===== config.mk =====
export PLATFORM = sky130hd
export DESIGN_NAME = mem_arbiter_flat
export DESIGN_NICKNAME = d
export VERILOG_FILES = /design/src/rtl/mips_pkg.sv /design/src/rtl/mem_arbiter_if.sv /design/src/rtl/mem_arbiter_wait_timer.sv /design/src/rtl/mem_arbiter.sv /design/src/flat_wrapper.sv
export SDC_FILE = /design/constraint.sdc
export NUM_CORES = 1
export LEC_CHECK = 0
export BUFFER_PORTS_ARGS = -buffer_cell sky130_fd_sc_hd__buf_4
export CAP_MARGIN = 20
export CORE_MARGIN = 2
export CORE_UTILIZATION = 56
export CTS_BUF_LIST = sky130_fd_sc_hd__clkbuf_8
export CTS_CLUSTER_SIZE = 24
export DETAILED_ROUTE_END_ITERATION = 10
export PLACE_DENSITY = 0.84
export SYNTH_ARGS = -nofsm -noshare
export SYNTH_HDL_FRONTEND = slang
export SYNTH_SLANG_ARGS = --single-unit

===== constraint.sdc =====
create_clock -name clk -period 4.2 [get_ports clk]
set_input_delay 0.21 -clock clk [delete_from_list [all_inputs] [get_ports clk]]
set_output_delay 0.21 -clock clk [all_outputs]
set_load 0.05 [all_outputs]

===== src/rtl/mips_pkg.sv =====
// Shared types and defaults for the instruction/data memory arbiter.
// No logic here; consumed by mem_arbiter and its testbench.
// Backpressure: not applicable.
package mips_pkg;

    typedef enum logic [1:0] {
        ST_IDLE  = 2'd0,
        ST_ISSUE = 2'd1,
        ST_WAIT  = 2'd2,
        ST_DONE  = 2'd3
    } state_e;

    typedef enum logic {
        OWN_I = 1'b0,
        OWN_D = 1'b1
    } owner_e;

    localparam int unsigned LATENCY_DEF    = 2;
    localparam int unsigned STARVE_MAX_DEF = 3;

endpackage


===== src/rtl/mem_arbiter_if.sv =====
// Fetch, data and memory-side signal bundle shared by the arbiter and its users.
// No logic or latency of its own.
// Backpressure: requesters hold req until their ready pulse (or an abort for fetch).
interface mem_arbiter_if;
    logic        if_req;
    logic [31:0] if_addr;
    logic        if_abort;
    logic [31:0] if_rdata;
    logic        if_ready;

    logic        dm_req;
    logic        dm_we;
    logic [31:0] dm_addr;
    logic [31:0] dm_wdata;
    logic [31:0] dm_rdata;
    logic        dm_ready;

    logic        mem_en;
    logic        mem_we;
    logic [31:0] mem_addr;
    logic [31:0] mem_wdata;
    logic [31:0] mem_rdata;

    logic        stall_f;
    logic        stall_m;

    modport slave (
        input  if_req, if_addr, if_abort, dm_req, dm_we, dm_addr, dm_wdata, mem_rdata,
        output if_rdata, if_ready, dm_rdata, dm_ready,
        output mem_en, mem_we, mem_addr, mem_wdata, stall_f, stall_m
    );

    modport master (
        output if_req, if_addr, if_abort, dm_req, dm_we, dm_addr, dm_wdata, mem_rdata,
        input  if_rdata, if_ready, dm_rdata, dm_ready,
        input  mem_en, mem_we, mem_addr, mem_wdata, stall_f, stall_m
    );
endinterface


===== src/rtl/mem_arbiter_wait_timer.sv =====
// Loadable 3-bit down-counter with zero flag, used to time the memory read latency.
// Load takes effect on the next edge; decrement stops at zero.
// Backpressure: none.
module wait_timer (
    input  logic       clk,
    input  logic       reset_n,
    input  logic       i_load,
    input  logic [2:0] i_load_val,
    input  logic       i_dec,
    output logic       o_zero
);
    logic [2:0] r_cnt;

    always_ff @(posedge clk or negedge reset_n) begin
        if (!reset_n) begin
            r_cnt <= 3'd0;
        end else if (i_load) begin
            r_cnt <= i_load_val;
        end else if (i_dec && (r_cnt != 3'd0)) begin
            r_cnt <= r_cnt - 3'd1;
        end
    end

    assign o_zero = (r_cnt == 3'd0);
endmodule


===== src/rtl/mem_arbiter.sv =====
// Single-port memory arbiter between instruction fetch and data access, data-priority with starvation guard.
// Request-to-ready LATENCY+2 cycles; one transaction in flight, one IDLE cycle between grants.
// Backpressure: losing requester holds req (stall_f/stall_m high) until its ready pulse.
module mem_arbiter
    import mips_pkg::*;
#(
    parameter int unsigned LATENCY    = LATENCY_DEF,
    parameter int unsigned STARVE_MAX = STARVE_MAX_DEF
) (
    input  logic         clk,
    input  logic         reset_n,
    mem_arbiter_if.slave bus
);
    localparam int unsigned   SW         = (STARVE_MAX < 1) ? 1 : $clog2(STARVE_MAX + 1);
    localparam logic [SW-1:0] STARVE_LIM = SW'(STARVE_MAX);
    localparam logic [2:0]    WAIT_LOAD  = 3'(LATENCY - 1);

    state_e        r_state;
    owner_e        r_owner;
    logic          r_mem_we;
    logic [31:0]   r_mem_addr;
    logic [31:0]   r_mem_wdata;
    logic [31:0]   r_if_rdata;
    logic [31:0]   r_if_buf;
    logic [31:0]   r_dm_rdata;
    logic          r_aborted;
    logic [SW-1:0] r_starve_cnt;

    logic w_in_idle;
    logic w_starved;
    logic w_grant_i;
    logic w_grant_d;
    logic w_wait_zero;
    logic w_done;
    logic w_if_ok;

    assign w_in_idle = (r_state == ST_IDLE);
    assign w_starved = bus.if_req & (r_starve_cnt == STARVE_LIM);
    assign w_grant_i = w_in_idle & bus.if_req & ~bus.if_abort & (~bus.dm_req | w_starved);
    assign w_grant_d = w_in_idle & bus.dm_req & ~w_grant_i;
    assign w_done    = (r_state == ST_DONE);
    // An abort arriving in the DONE cycle itself must still kill the fetch result.
    assign w_if_ok   = ~r_aborted & ~bus.if_abort;

    wait_timer u_wait_timer (
        .clk        (clk),
        .reset_n    (reset_n),
        .i_load     (r_state == ST_ISSUE),
        .i_load_val (WAIT_LOAD),
        .i_dec      (r_state == ST_WAIT),
        .o_zero     (w_wait_zero)
    );

    always_ff @(posedge clk or negedge reset_n) begin
        if (!reset_n) begin
            r_state      <= ST_IDLE;
            r_owner      <= OWN_I;
            r_mem_we     <= 1'b0;
            r_mem_addr   <= 32'd0;
            r_mem_wdata  <= 32'd0;
            r_if_rdata   <= 32'd0;
            r_if_buf     <= 32'd0;
            r_dm_rdata   <= 32'd0;
            r_aborted    <= 1'b0;
            r_starve_cnt <= '0;
        end else begin
            if (!w_in_idle && (r_owner == OWN_I) && bus.if_abort) begin
                r_aborted <= 1'b1;
            end
            case (r_state)
                ST_IDLE: begin
                    if (w_grant_i || w_grant_d) begin
                        r_state     <= ST_ISSUE;
                        r_owner     <= w_grant_i ? OWN_I : OWN_D;
                        r_mem_addr  <= w_grant_i ? bus.if_addr : bus.dm_addr;
                        r_mem_wdata <= w_grant_i ? 32'd0 : bus.dm_wdata;
                        r_mem_we    <= w_grant_d & bus.dm_we;
                        r_aborted   <= 1'b0;
                    end
                    if (w_grant_d && bus.if_req) begin
                        if (r_starve_cnt != STARVE_LIM) begin
                            r_starve_cnt <= r_starve_cnt + SW'(1);
                        end
                    end else if (w_grant_i || w_grant_d) begin
                        r_starve_cnt <= '0;
                    end
                end
                ST_ISSUE: begin
                    r_state <= ST_WAIT;
                end
                ST_WAIT: begin
                    if (w_wait_zero) begin
                        r_state <= ST_DONE;
                        if (r_owner == OWN_D && !r_mem_we) begin
                            r_dm_rdata <= bus.mem_rdata;
                        end
                        if (r_owner == OWN_I) begin
                            r_if_buf <= bus.mem_rdata;
                        end
                    end
                end
                default: begin
                    r_state <= ST_IDLE;
                    if (r_owner == OWN_I && w_if_ok) begin
                        r_if_rdata <= r_if_buf;
                    end
                end
            endcase
        end
    end

    assign bus.mem_en    = (r_state == ST_ISSUE);
    assign bus.mem_we    = (r_state == ST_ISSUE) & r_mem_we;
    assign bus.mem_addr  = r_mem_addr;
    assign bus.mem_wdata = r_mem_wdata;

    assign bus.dm_ready  = w_done & (r_owner == OWN_D);
    assign bus.if_ready  = w_done & (r_owner == OWN_I) & w_if_ok;
    // Fetch data is shown from the staging buffer during the ready pulse and committed after it.
    assign bus.if_rdata  = bus.if_ready ? r_if_buf : r_if_rdata;
    assign bus.dm_rdata  = r_dm_rdata;

    assign bus.stall_f   = bus.if_req & ~bus.if_ready & ~bus.if_abort;
    assign bus.stall_m   = bus.dm_req & ~bus.dm_ready;
endmodule


===== src/flat_wrapper.sv =====
// flat-port wrapper written by rule: the top's interface ports become plain ports
module mem_arbiter_flat import mips_pkg::*;
#(
    parameter int unsigned LATENCY    = LATENCY_DEF,
    parameter int unsigned STARVE_MAX = STARVE_MAX_DEF
)
  (clk, reset_n, bus_if_req, bus_if_addr, bus_if_abort, bus_dm_req, bus_dm_we, bus_dm_addr, bus_dm_wdata, bus_mem_rdata, bus_if_rdata, bus_if_ready, bus_dm_rdata, bus_dm_ready, bus_mem_en, bus_mem_we, bus_mem_addr, bus_mem_wdata, bus_stall_f, bus_stall_m);
  mem_arbiter_if bus_i ();
  input  logic clk;
  input  logic reset_n;
  input wire logic [$bits(bus_i.if_req)-1:0] bus_if_req;
  input wire logic [$bits(bus_i.if_addr)-1:0] bus_if_addr;
  input wire logic [$bits(bus_i.if_abort)-1:0] bus_if_abort;
  input wire logic [$bits(bus_i.dm_req)-1:0] bus_dm_req;
  input wire logic [$bits(bus_i.dm_we)-1:0] bus_dm_we;
  input wire logic [$bits(bus_i.dm_addr)-1:0] bus_dm_addr;
  input wire logic [$bits(bus_i.dm_wdata)-1:0] bus_dm_wdata;
  input wire logic [$bits(bus_i.mem_rdata)-1:0] bus_mem_rdata;
  output wire logic [$bits(bus_i.if_rdata)-1:0] bus_if_rdata;
  output wire logic [$bits(bus_i.if_ready)-1:0] bus_if_ready;
  output wire logic [$bits(bus_i.dm_rdata)-1:0] bus_dm_rdata;
  output wire logic [$bits(bus_i.dm_ready)-1:0] bus_dm_ready;
  output wire logic [$bits(bus_i.mem_en)-1:0] bus_mem_en;
  output wire logic [$bits(bus_i.mem_we)-1:0] bus_mem_we;
  output wire logic [$bits(bus_i.mem_addr)-1:0] bus_mem_addr;
  output wire logic [$bits(bus_i.mem_wdata)-1:0] bus_mem_wdata;
  output wire logic [$bits(bus_i.stall_f)-1:0] bus_stall_f;
  output wire logic [$bits(bus_i.stall_m)-1:0] bus_stall_m;
  assign bus_i.if_req = bus_if_req;
  assign bus_i.if_addr = bus_if_addr;
  assign bus_i.if_abort = bus_if_abort;
  assign bus_i.dm_req = bus_dm_req;
  assign bus_i.dm_we = bus_dm_we;
  assign bus_i.dm_addr = bus_dm_addr;
  assign bus_i.dm_wdata = bus_dm_wdata;
  assign bus_i.mem_rdata = bus_mem_rdata;
  assign bus_if_rdata = bus_i.if_rdata;
  assign bus_if_ready = bus_i.if_ready;
  assign bus_dm_rdata = bus_i.dm_rdata;
  assign bus_dm_ready = bus_i.dm_ready;
  assign bus_mem_en = bus_i.mem_en;
  assign bus_mem_we = bus_i.mem_we;
  assign bus_mem_addr = bus_i.mem_addr;
  assign bus_mem_wdata = bus_i.mem_wdata;
  assign bus_stall_f = bus_i.stall_f;
  assign bus_stall_m = bus_i.stall_m;
  mem_arbiter #(.LATENCY(LATENCY), .STARVE_MAX(STARVE_MAX)) u_core (.clk(clk), .reset_n(reset_n), .bus(bus_i));
endmodule

==> flow_metrics.env <==
export IMPL_finalWeightedCongestion=0.8182
export IMPL_yosysUniqueCellTypes=33
export IMPL_die_area_mm2=0.01444
export IMPL_path_clk_slew_ps=90
export IMPL_grt_pass1_wl_mm=32.37
export IMPL_switching_share=0.4580
export IMPL_final_common_cell="buf_4"
export IMPL_p_comb_frac=0.550
export IMPL_drt_iter0_markers=308
export IMPL_antenna_found_initial=0
export IMPL_start_util=0.5731
export IMPL_synth_area_leader_cell="dfrtp_1"
export IMPL_cap_viol_max_count=0
export IMPL_drc=0
export IMPL_setup_viol=0
export IMPL_insertion_delay_ps=450
export IMPL_area_growth_synth_to_final_pct=43.91
export IMPL_drtPass1Iterations=5
export IMPL_ys_top_cells_by_area="dfrtp_1, mux2_2, mux2_4"
export IMPL_endpoint_kind="output pin"
export IMPL_synth_largest_type_area_fraction=0.5627
export IMPL_cp_max_fo=34
export IMPL_avgRoutedWirePerCell_um=19.33
export IMPL_clock_path_buffers=2
export IMPL_worstSetupPathType="register to output pin"
export IMPL_cts_tree="done"
export IMPL_fp_dieW_um=120.2
export IMPL_io_pins=268
export IMPL_vias=5844
export IMPL_placed_cell_area_mm2=0.009620
export IMPL_cts_buffers=17
export IMPL_core_area_mm2=0.01319
export IMPL_grt_max_degree=101
export IMPL_hold_slack_ps=24.88
export IMPL_seqPwrFrac=0.316
export IMPL_min_path_cells=3
export IMPL_crit_arrival_ps=2490
export IMPL_synth_top_family_by_area="multiplexers"
export IMPL_power_share_clock=0.134
export IMPL_io_buffer_count=267
export IMPL_startpoint_type="register"
export IMPL_grt_util_all_layers=0.2912
export IMPL_tns_ps=0
export IMPL_r2r_setup_slack_ps=1770
export IMPL_synth_xor_area_share=0
export IMPL_power_leakage_nw=5.499
export IMPL_reg2reg_from="u_core.r_state[0]$_DFFE_PN0P_"
export IMPL_p_switching_mw=4.154
export IMPL_rsz0062_at_grt="no"
export IMPL_rows=42
export IMPL_slew_headroom=0.3346
export IMPL_cts_hold_fix_buffers=83
export IMPL_clock_sinks=170
export IMPL_postRouteAntennaNets=0
export IMPL_min_period_ps=2703
export IMPL_r2r_end="u_core.bus.mem_addr[31]$_DFFE_PN0P_"
export IMPL_worstPathRequired_ps=3990
export IMPL_syn_area_mm2=0.007560
export IMPL_min_delay_start="bus_dm_wdata[5]"
export IMPL_worstMarginPinSlew_ps=998.0
export IMPL_design_area_mm2=0.01088
export IMPL_intPower_mw=4.917
export IMPL_hpwl_mm=13.02
export IMPL_synth_nets=691
export IMPL_power_density_mw_per_mm2=833.8
export IMPL_ir_worst_vdd_uv=676.9
export IMPL_cts_resized=0
export IMPL_max_freq_mhz=370.0
export IMPL_yosysWarnings=0
export IMPL_nNetsFinal=1034
export IMPL_hold_violations=0
export IMPL_syn_inst=549
export IMPL_muxShareOfSynthArea=0.3037
export IMPL_hp_class="primary input to register"
export IMPL_final_cell_mix="buf_4, dfrtp_1, mux2_2, dlygate4sd3_1, nand2_1"
export IMPL_cts_root_buf="clkbuf_8"
export IMPL_final_core_util=0.8248
export IMPL_drive_gt1_frac=0.5399
export IMPL_avgSynthCellArea_um2=13.77
export IMPL_grt_pass1_vias=6255
export IMPL_min_period_over_period=0.6436
export IMPL_outcome="complete, no violations"
export IMPL_synth_seq_cells=170
export IMPL_overflow=0
export IMPL_worst_r2r_cell_count=5
export IMPL_clock_skew_ps=14.69
export IMPL_postCtsSetupBuffers=0
export IMPL_synth_adder_area_share=0.01324
export IMPL_num_antenna_cells=0
export IMPL_drv_slew=0
export IMPL_wl_mm=20.84
export IMPL_synth_simple_area_share=0.05495
export IMPL_whs_endpoint="u_core.bus.mem_wdata[5]$_DFFE_PN0P_"
export IMPL_htree_levels=4
export IMPL_viasPerCell=5.421
export IMPL_die_y_um=120.2
export IMPL_synth_compound_area_frac=0.03277
export IMPL_ys_seq_area_frac=0.5627
==> layout make-up <==
class / count / area, um^2
Inverter: 6 / 22.52
Tap cell: 176 / 220.2
Clock inverter: 10 / 151.4
Multi-Input combinational cell: 340 / 3070
Clock buffer: 19 / 261.5
Sequential cell: 170 / 4254
Timing Repair Buffer: 357 / 2899
Fill cell: 690 / 2311
==> logic make-up (layout without fill, tap and decap cells) <==
kind of cell | Yosys count | count (layout)
buffers and inverters | 39 | 392
AND/OR/NAND/NOR | 92 | 92
AO/OA/AOI/OAI | 46 | 46
flip-flops | 170 | 170
multiplexers | 194 | 194
adder cells (fa/ha/maj) | 8 | 8
==> metal layers <==
metal | vias to the layer above | GRT usage | wire [um]
met2 | 273 | 0.5075 | 10890
met4 | 0 | 0.1206 | 820
li1 | 2587 | - | -
met5 | - | 0 | 0
met1 | 2921 | 0.3383 | 7692
met3 | 63 | 0.08208 | 1440
==> sequential cells by signal, indices dropped and copies added (netlist names) <==
name,flops
u_core.r_if_rdata,32
u_core.r_starve_cnt,2
u_core.r_state,2
u_core.r_mem_we,1
u_core.u_wait_timer.r_cnt,3
u_core.r_if_buf,32
u_core.r_aborted,1
u_core.r_owner,1
u_core.bus.mem_addr,32
u_core.bus.dm_rdata,32
u_core.bus.mem_wdata,32
==> critical path, stage by stage (launching register included) <==
cell and delay (ps):
dfrtp_1 430, nor3_1 230, and2_2 760, mux2_2 440
buf_4 200
==> power groups by stage <==
stage	combinational [mW]	sequential, mW	clock [mW]
2_1_floorplan	1.97	4.29	0
3_3_place_gp	4.74	2.80	0
3_5_place_dp	4.86	2.86	0
4_1_cts	4.93	2.84	1.24
5_1_grt	5.19	2.96	1.30
6_report	4.99	2.87	1.22
==> through the flow <==
step                      power (mW)  instances  setup WS [ps]
after floorplan                6.262        549           2214
after global placement         7.545        965           1890
after detailed placement       7.723        965           1804
after CTS                      9.008       1077           1441
after global routing           9.450       1078           1263
final                          9.071       1078           1497
==> cells in the mapped netlist <==
cell       instances
ha_1               8
buf_4              9
inv_1              6
mux2i_1            1
nor3_1             1
o22a_1             1
nor2_2             1
and3_1             2
nand3_1            1
buf_6              7
and2b_1            1
mux2_4            30
nor3_4             1
o2bb2ai_1          1
a32oi_1            1
nand3b_2           1
mux2_1            12
and2_1             6
clkbuf_2           1
clkbuf_1           6
nand2_2            1
nor2_1             5
mux2_2           151
dfrtp_1          170
or4b_1             1
o21ai_0            2
nand2b_1           3
buf_2             10
o21bai_1           1
a21oi_1           39
a311oi_1           1
nand2_1           67
nand4b_1           1
==> worst max path at each step <==
stage | from | endpoint | slack (ps) | cells after the start
2_1_floorplan | u_core.r_state[0]$_DFFE_PN0P_ | bus_stall_f | 2210 | 5
3_3_place_gp | u_core.r_state[0]$_DFFE_PN0P_ | u_core.r_if_buf[30]$_DFFE_PN0P_ | 1890 | 5
3_5_place_dp | u_core.r_state[0]$_DFFE_PN0P_ | u_core.r_if_buf[25]$_DFFE_PN0P_ | 1800 | 5
4_1_cts | u_core.r_owner$_DFFE_PN0P_ | bus_if_rdata[19] | 1440 | 4
5_1_grt | u_core.r_owner$_DFFE_PN0P_ | bus_if_rdata[13] | 1260 | 4
6_report | u_core.r_owner$_DFFE_PN0P_ | bus_if_rdata[19] | 1500 | 4
(Power assumes the default switching activity.)
